## config.mk

```make
export PLATFORM = sky130hd
export DESIGN_NAME = pair_triple_pattern_gen
export DESIGN_NICKNAME = d
export VERILOG_FILES = /design/src/rtl/pair_triple_pattern_gen.sv
export SDC_FILE = /design/constraint.sdc
export NUM_CORES = 1
export LEC_CHECK = 0
export ABC_AREA = 0
export BUFFER_PORTS_ARGS = -buffer_cell sky130_fd_sc_hd__buf_2
export CAP_MARGIN = 0
export CORE_MARGIN = 2
export CORE_UTILIZATION = 49
export DETAILED_ROUTE_END_ITERATION = 7
export PLACE_DENSITY = 0.79
export SLEW_MARGIN = 20
export SYNTH_ARGS = -nofsm -noshare
export SYNTH_HDL_FRONTEND = slang
export SYNTH_SLANG_ARGS = --single-unit
```

## constraint.sdc

```tcl
create_clock -name clk -period 1.95 [get_ports clk]
set_input_delay 0.0975 -clock clk [delete_from_list [all_inputs] [get_ports clk]]
set_output_delay 0.0975 -clock clk [all_outputs]
set_load 0.01 [all_outputs]
```

## src/rtl/pair_triple_pattern_gen.sv

```systemverilog
// Stimulus source for the 2-of-3 majority detector: walks 0..7 and emits each
// pattern whose popcount matches the latched request, one valid/ready beat at a time.
module pair_triple_pattern_gen (
    input  logic       clk,
    input  logic       rst_n,
    input  logic       req_val,
    output logic       req_rdy,
    input  logic [1:0] req_weight,
    input  logic       req_atleast,
    output logic       out_val,
    input  logic       out_rdy,
    output logic [2:0] out_bits,
    output logic       out_expect,
    output logic       out_last,
    output logic [3:0] emit_cnt
);

    typedef enum logic [1:0] {
        IDLE   = 2'd0,
        SEARCH = 2'd1,
        EMIT   = 2'd2
    } state_t;

    state_t     state_q, state_d;
    logic [2:0] cand_q, cand_d;
    logic [1:0] wt_q, wt_d;
    logic       al_q, al_d;
    logic [3:0] emit_cnt_q, emit_cnt_d;

    logic [7:0] match_vec;
    logic [7:0] above_mask;
    logic       later_match;

    function automatic logic [1:0] pop3(input logic [2:0] v);
        return {1'b0, v[0]} + {1'b0, v[1]} + {1'b0, v[2]};
    endfunction

    function automatic logic is_match(input logic [2:0] v, input logic [1:0] w, input logic al);
        return al ? (pop3(v) >= w) : (pop3(v) == w);
    endfunction

    // One match bit per candidate value; out_last looks at the ones above cand.
    genvar gi;
    generate
        for (gi = 0; gi < 8; gi++) begin : g_match
            assign match_vec[gi] = is_match(3'(gi), wt_q, al_q);
        end
    endgenerate

    assign above_mask  = 8'hFE << cand_q;
    assign later_match = |(match_vec & above_mask);

    always_comb begin
        state_d    = state_q;
        cand_d     = cand_q;
        wt_d       = wt_q;
        al_d       = al_q;
        emit_cnt_d = emit_cnt_q;
        case (state_q)
            IDLE: begin
                if (req_val) begin
                    wt_d       = req_weight;
                    al_d       = req_atleast;
                    cand_d     = 3'd0;
                    emit_cnt_d = 4'd0;
                    state_d    = SEARCH;
                end
            end
            SEARCH: begin
                if (match_vec[cand_q]) begin
                    state_d = EMIT;
                end else begin
                    cand_d = cand_q + 3'd1;
                end
            end
            EMIT: begin
                if (out_rdy) begin
                    emit_cnt_d = emit_cnt_q + 4'd1;
                    if (!later_match) begin
                        state_d = IDLE;
                    end else begin
                        cand_d  = cand_q + 3'd1;
                        state_d = SEARCH;
                    end
                end
            end
            default: state_d = IDLE;
        endcase
    end

    always_ff @(posedge clk or negedge rst_n) begin
        if (!rst_n) begin
            state_q    <= IDLE;
            cand_q     <= 3'd0;
            wt_q       <= 2'd0;
            al_q       <= 1'b0;
            emit_cnt_q <= 4'd0;
        end else begin
            state_q    <= state_d;
            cand_q     <= cand_d;
            wt_q       <= wt_d;
            al_q       <= al_d;
            emit_cnt_q <= emit_cnt_d;
        end
    end

    // Pattern outputs are forced to zero outside EMIT so idle cycles read clean.
    assign req_rdy    = (state_q == IDLE);
    assign out_val    = (state_q == EMIT);
    assign out_bits   = out_val ? cand_q : 3'd0;
    assign out_expect = out_val & (pop3(cand_q) >= 2'd2);
    assign out_last   = out_val & ~later_match;
    assign emit_cnt   = emit_cnt_q;

endmodule

```

==> results.cfg, run 1 <==
[yosys]
ys_seq_elements = 12
syn-num-nets = 121
synth_top_cell_area_share_pct = 30.8
synth.largest_area_cell = dfrtp_1
syn-instance-count = 105
synth_ff_type = dfrtp_1
seq_area_frac_synth_pct = 30.8
synth_area_leaders = dfrtp_1, ha_1, a21oi_1, buf_6, mux2_2
synth_edf_count = 0
yosys_warnings = 0
syn_avg_cell_area_sq_um = 9.28
synthesis.area_sq_um = 975
synth_cell_type_count = 43
synthArstFlopShare_pct = 100

[detailed_routing]
drt_iter0_drc = 23
firstDrtPassIters = 4
postRouteAntennaNets = 0
routed_via_density = 5.59
dr_total_vias = 877
drc_errors = 0
wl_microns = 2150
avgRoutedWirePerCell_microns = 13.7

[die]
core_area_sq_um = 1920
start_util_pct = 50.7
die_area_sq_um = 2360
ios = 18
rows = 16
die_y_microns = 48.6
die_w_microns = 48.6

[timing]
min_period_ns = 1.87
fmax_mhz = 535
drv_slew = 0
rsz0062_at_grt = yes
totalNegativeSetupSlack_ns = 0
finalCritPeriodShare_pct = 95.8
worst_slew_pin_slew_ns = 0.423
skew_ns = 0.00189
finalSetupViolations = 0
max_slew_margin_pct = 71.6
finalHoldViolations = 0

[final_layout]
final_net_count = 148
multi_input_area_sq_um = 641
area_growth_pct = 20.7
design_area_sq_um = 1180
drive_above_1_share_pct = 36.9
regArea_sq_um = 302
fillers = 166
final_util_pct = 61.2
diodes = 0

[place]
dp_hpwl_microns = 1580
dpl_cell_area_sq_um = 1100
portBuffers = 17
place_congestion = 0.841

[setup_path]
endpoint = cand_q[2]$_DFFE_PN0P_
rrSetupSlack_ns = 0.08
r2r_cells = 6
required_ns = 2.10
cp-end-kind = flip-flop
reg2reg_from = state_q[1]$_DFFE_PN0P_
r2r-end = cand_q[2]$_DFFE_PN0P_
crit_path_start_kind = flip-flop
worstSetupPathType = flip-flop to flip-flop
crit_start = state_q[1]$_DFFE_PN0P_
arrival_ns = 2.02
cp_max_fo = 4

[grt]
grt_pass1_wl_microns = 3530
grt_antenna_before_repair = 0
grt.total_usage_pct = 18.7
grt_pass1_vias = 806
grt-ovfl-total = 0
grt_start_max_net_pins = 13

[cts]
clk_latency_ns = 0.26
cts_root_buf = clkbuf_4
cts_tree = done
cts_buffer_depth = 2
htree_levels = 1
clock_sinks = 12
cts.clk_slew.worst_paths_ns = 0.07
cts_buffers = 3

[pwr]
power.density_nw_per_um2 = 1460
peakVddDrop_v = 0.000887
p_leak_nw = 0.573

[worst_hold_path]
hold_class = primary input to flip-flop

[flow_run]
cap_violations = 0

[status]
run_status = finished, final reports clean
==> registers in the layout (all words and copies together), names as in the netlist <==
| register | cells |
|---|---|
| cand_q | 3 |
| al_q | 1 |
| state_q | 2 |
| emit_cnt | 4 |
| wt_q | 2 |
==> metrics by stage <==
stage / worst slack (ns) / hold slack [ns] / cells / total power [mW]
final: 0.0813 / 0.0612 / 157 / 1.72
after global placement: 0.130 / -0.0158 / 151 / 1.43
after global routing: -0.00177 / 0.0480 / 157 / 1.87
after CTS: 0.0125 / 0.0510 / 155 / 1.62
after detailed placement: 0.0261 / -0.0148 / 151 / 1.47
after floorplan: 0.0362 / -0.198 / 105 / 1.23
==> worst min-delay path by stage <==
stage | cells past startpoint | start | slack [ns] | endpoint
final | 2 | req_weight[0] | 0.06 | wt_q[0]$_DFFE_PN0P_
after global routing | 2 | req_weight[0] | 0.05 | wt_q[0]$_DFFE_PN0P_
after CTS | 2 | req_weight[0] | 0.05 | wt_q[0]$_DFFE_PN0P_
after detailed placement | 1 | rst_n | -0.01 | cand_q[1]$_DFFE_PN0P_
after global placement | 1 | rst_n | -0.02 | cand_q[0]$_DFFE_PN0P_
after floorplan | 0 | rst_n | -0.20 | al_q$_DFFE_PN0P_
==> power breakdown <==
group | switching [mW] | internal, mW
sequential | 0.156 | 0.347
clock | 0.0726 | 0.0714
combinational | 0.555 | 0.520
==> cell families after synthesis <==
group,count (synthesis),share of synthesized area [%]
muxes,6,6.55
and+or+nand+nor,38,24.1
DFF,12,30.8
buffers and inverters,10,6.55
xor gates and xnor gates,2,1.80
adders and majority gates,9,11.6
AOI/OAI and AO/OA,28,18.6
==> synth_stat cells, types with 2 or more instances <==
cell type and n:
inv_1 5, nor3_1 2, or3_1 2, o21ai_0 4
nand2_1 5, nor4_1 2, mux2i_1 3, buf_6 3
nand3b_1 2, dfrtp_1 12, nor2b_1 2, nor2_1 8
and2_1 2, mux2_2 3, nand3_1 2, nor2b_4 2
a21oi_1 12, ha_1 9
==> layer usage <==
layer	global-route usage, %	part of all wire (%)	up-vias
met2	31.5	50	31
met4	7.62	2.5	0
met1	24.3	44	404
li1	-	-	433
met3	2.16	4.0	9
met5	0	0	-
==> layout make-up <==
cell class	instances	area share (%)
inverters	6	1.91
multi-input cells	83	54.5
well taps	27	2.87
clock buffers	3	1.91
flip-flops and latches	12	25.6
repair buffers	26	13.2
==> layout by cell type, fill, tap and decap left out, types with 2 or more instances in the layout <==
cell       n
clkbuf_4   3
buf_2     17
nor3_1     2
nor2_1     8
a21oi_1   12
buf_4      8
ha_1       6
nand3_1    2
ha_2       2
mux2_2     3
nor2b_1    2
inv_2      3
and2_1     2
mux2i_1    3
or3_1      2
o21ai_0    4
dfrtp_1   11
nand2_1    5
nor2b_4    2
nand3b_1   2
inv_1      3
==> critical path, cell delays in order (launching register included) <==
cell and delay, ns:
dfrtp_2 0.45, ha_4 0.19, nor2b_4 0.12, or3_4 0.38
nor3_4 0.21, nand3_2 0.13, a211o_1 0.28
==> what timing repair did <==
action / CTS / global route
endpoints found under the hold margin: 12 / 0
hold buffers: 1 / 0
buffers inserted: 0 / 2
setup endpoints to repair: 0 / 3
resized for setup: 0 / 9
No activity file was read; power rests on OpenSTA's default activity.
==> run 2, diff against run 1 <==
--- a/config.mk
+++ b/config.mk
@@ -9,9 +9,11 @@
 export BUFFER_PORTS_ARGS = -buffer_cell sky130_fd_sc_hd__buf_2
 export CAP_MARGIN = 0
 export CORE_MARGIN = 2
-export CORE_UTILIZATION = 49
+export CORE_UTILIZATION = 51
+export CTS_BUF_LIST = sky130_fd_sc_hd__clkbuf_8
 export DETAILED_ROUTE_END_ITERATION = 7
-export PLACE_DENSITY = 0.79
+export GPL_TIMING_DRIVEN = 1
+export PLACE_DENSITY = 0.82
 export SLEW_MARGIN = 20
 export SYNTH_ARGS = -nofsm -noshare
 export SYNTH_HDL_FRONTEND = slang
==> run 2 against run 1 <==
  * Register-to-register slack about the same
  * Setup slack got worse by 0.0042 ns
  * Cell area down 0.11%
  * Clock-buffer cell count rose by 1
  * Final cell count fell by 1.3%
  * Total power increased by 3.5%
  * Clock power rose by 89%
==> results.cfg, run 2 (synthesis results as in run 1) <==
[final_layout]
drive_above_1_share_pct = 32.3
diodes = 0
area_growth_pct = 20.5
final_net_count = 147
final_common_cell = buf_2
final_util_pct = 66.6
fin_cells = 155
largest_reg_flops = 4
mostFrequentLayoutCells = buf_2, a21oi_1, dfrtp_1, ha_1, nor2_1

[cts]
cts_root_buf = clkbuf_8
cts_buffers = 3
clk_latency_ns = 0.24
cts_tree = done
cts.clk_slew.worst_paths_ns = 0.05
htree_levels = 1
clock_sinks = 12
cts_buffer_depth = 2

[detailed_routing]
postRouteAntennaNets = 0
dr_total_vias = 872
routed_via_density = 5.63
wl_microns = 2210
avgRoutedWirePerCell_microns = 14.3
drt_iter0_drc = 20
firstDrtPassIters = 4
drc_errors = 0

[setup_path]
cp_max_fo = 6
crit_path_start_kind = flip-flop
cp-end-kind = flip-flop
worstSetupPathType = flip-flop to flip-flop
required_ns = 2.08
arrival_ns = 2.00

[place]
dp_hpwl_microns = 1610
portBuffers = 17
dp_cells = 149
place_congestion = 0.836

[timing]
finalSetupViolations = 0
fmax_mhz = 534
finalHoldViolations = 0
skew_ns = 0.00174
worst_slew_pin_slew_ns = 0.369
min_period_ns = 1.87
finalCritPeriodShare_pct = 96.0
max_slew_margin_pct = 75.1
drv_slew = 0

[pwr]
total_power_mw = 1.78
peakVddDrop_v = 0.00119
power.density_nw_per_um2 = 1520
p_leak_nw = 0.587

[flow_run]
cap_violations = 0

[grt]
grt-ovfl-total = 0
grt.total_usage_pct = 22.6
grt_pass1_vias = 790
grt_antenna_before_repair = 0
grt_start_max_net_pins = 13
grt_pass1_wl_microns = 3510

[die]
die_w_microns = 47.7
start_util_pct = 55.2
ios = 18
die_y_microns = 47.7
die_area_sq_um = 2280
rows = 15
core_area_sq_um = 1760

[worst_hold_path]
hold_class = primary input to flip-flop

[status]
run_status = finished, final reports clean
==> run 2: cell types whose count changed in the layout (fill, tap and decap cells not counted), sizes merged <==
cell / before / now
clkbuf: 3 / 4
buf: 25 / 24
==> run 2: per-layer routing <==
metal | global-route usage (%) | wire, microns | up-vias
met1 | 29.4 | 1020 | 416
met4 | 8.11 | 35 | 0
met5 | 0 | 0 | -
met3 | 3.40 | 75 | 4
met2 | 37.9 | 1080 | 22
li1 | - | - | 430
==> run 2: area by class of cell <==
cell class	instances	area [sq um]
fillers	141	589
clock buffers	4	55.1
well taps	25	31.3
repair buffers	25	148
multi-input cells	83	617
inverters	6	22.5
flip-flops and latches	12	302
==> run 2: worst paths after layout <==
check	start	endpoint	slack, ns	cells past startpoint
max in group asynchronous	rst_n	cand_q[0]$_DFFE_PN0P_	1.43	2
worst max register to register	state_q[1]$_DFFE_PN0P_	cand_q[2]$_DFFE_PN0P_	0.08	7
worst min-delay path	req_weight[1]	wt_q[1]$_DFFE_PN0P_	0.09	2
min in group asynchronous	rst_n	wt_q[0]$_DFFE_PN0P_	0.30	2
worst max-delay path	state_q[1]$_DFFE_PN0P_	cand_q[2]$_DFFE_PN0P_	0.08	7
worst min register to register	emit_cnt[0]$_DFFE_PN0P_	emit_cnt[0]$_DFFE_PN0P_	0.52	1
==> run 2: through the flow <==
step                hold WS (ns)  TNS [ns]  area (sq um)  setup slack [ns]
finish                    0.0885         0          1170            0.0771
global route              0.0835   -0.0170          1170           -0.0146
CTS                       0.0904         0          1160            0.0840
detailed placement       -0.0139         0          1090            0.0935
global placement         -0.0158         0          1090             0.137
floorplan                 -0.198         0           975            0.0362
==> run 2: report_power, final <==
group          switching, mW  internal [mW]  leakage, nW  total, mW
logic                  0.520          0.481        0.406       1.00
registers              0.162          0.348        0.153      0.509
clock network         0.0933          0.178       0.0288      0.272
==> run 2: critical path, stage by stage (launching register included) <==
cell,delay (ns)
dfrtp_1,0.39
inv_1,0.08
ha_1,0.19
nor2b_4,0.14
or3_4,0.39
nor3_4,0.13
nand3_2,0.12
a211o_1,0.31
==> run 2: timing repair <==
item                       in CTS  in global routing
hold buffers                    1                  0
resized for setup               0                  2
hold endpoints to repair       12                  0
setup endpoints to repair       0                  1
buffers inserted                0                  1
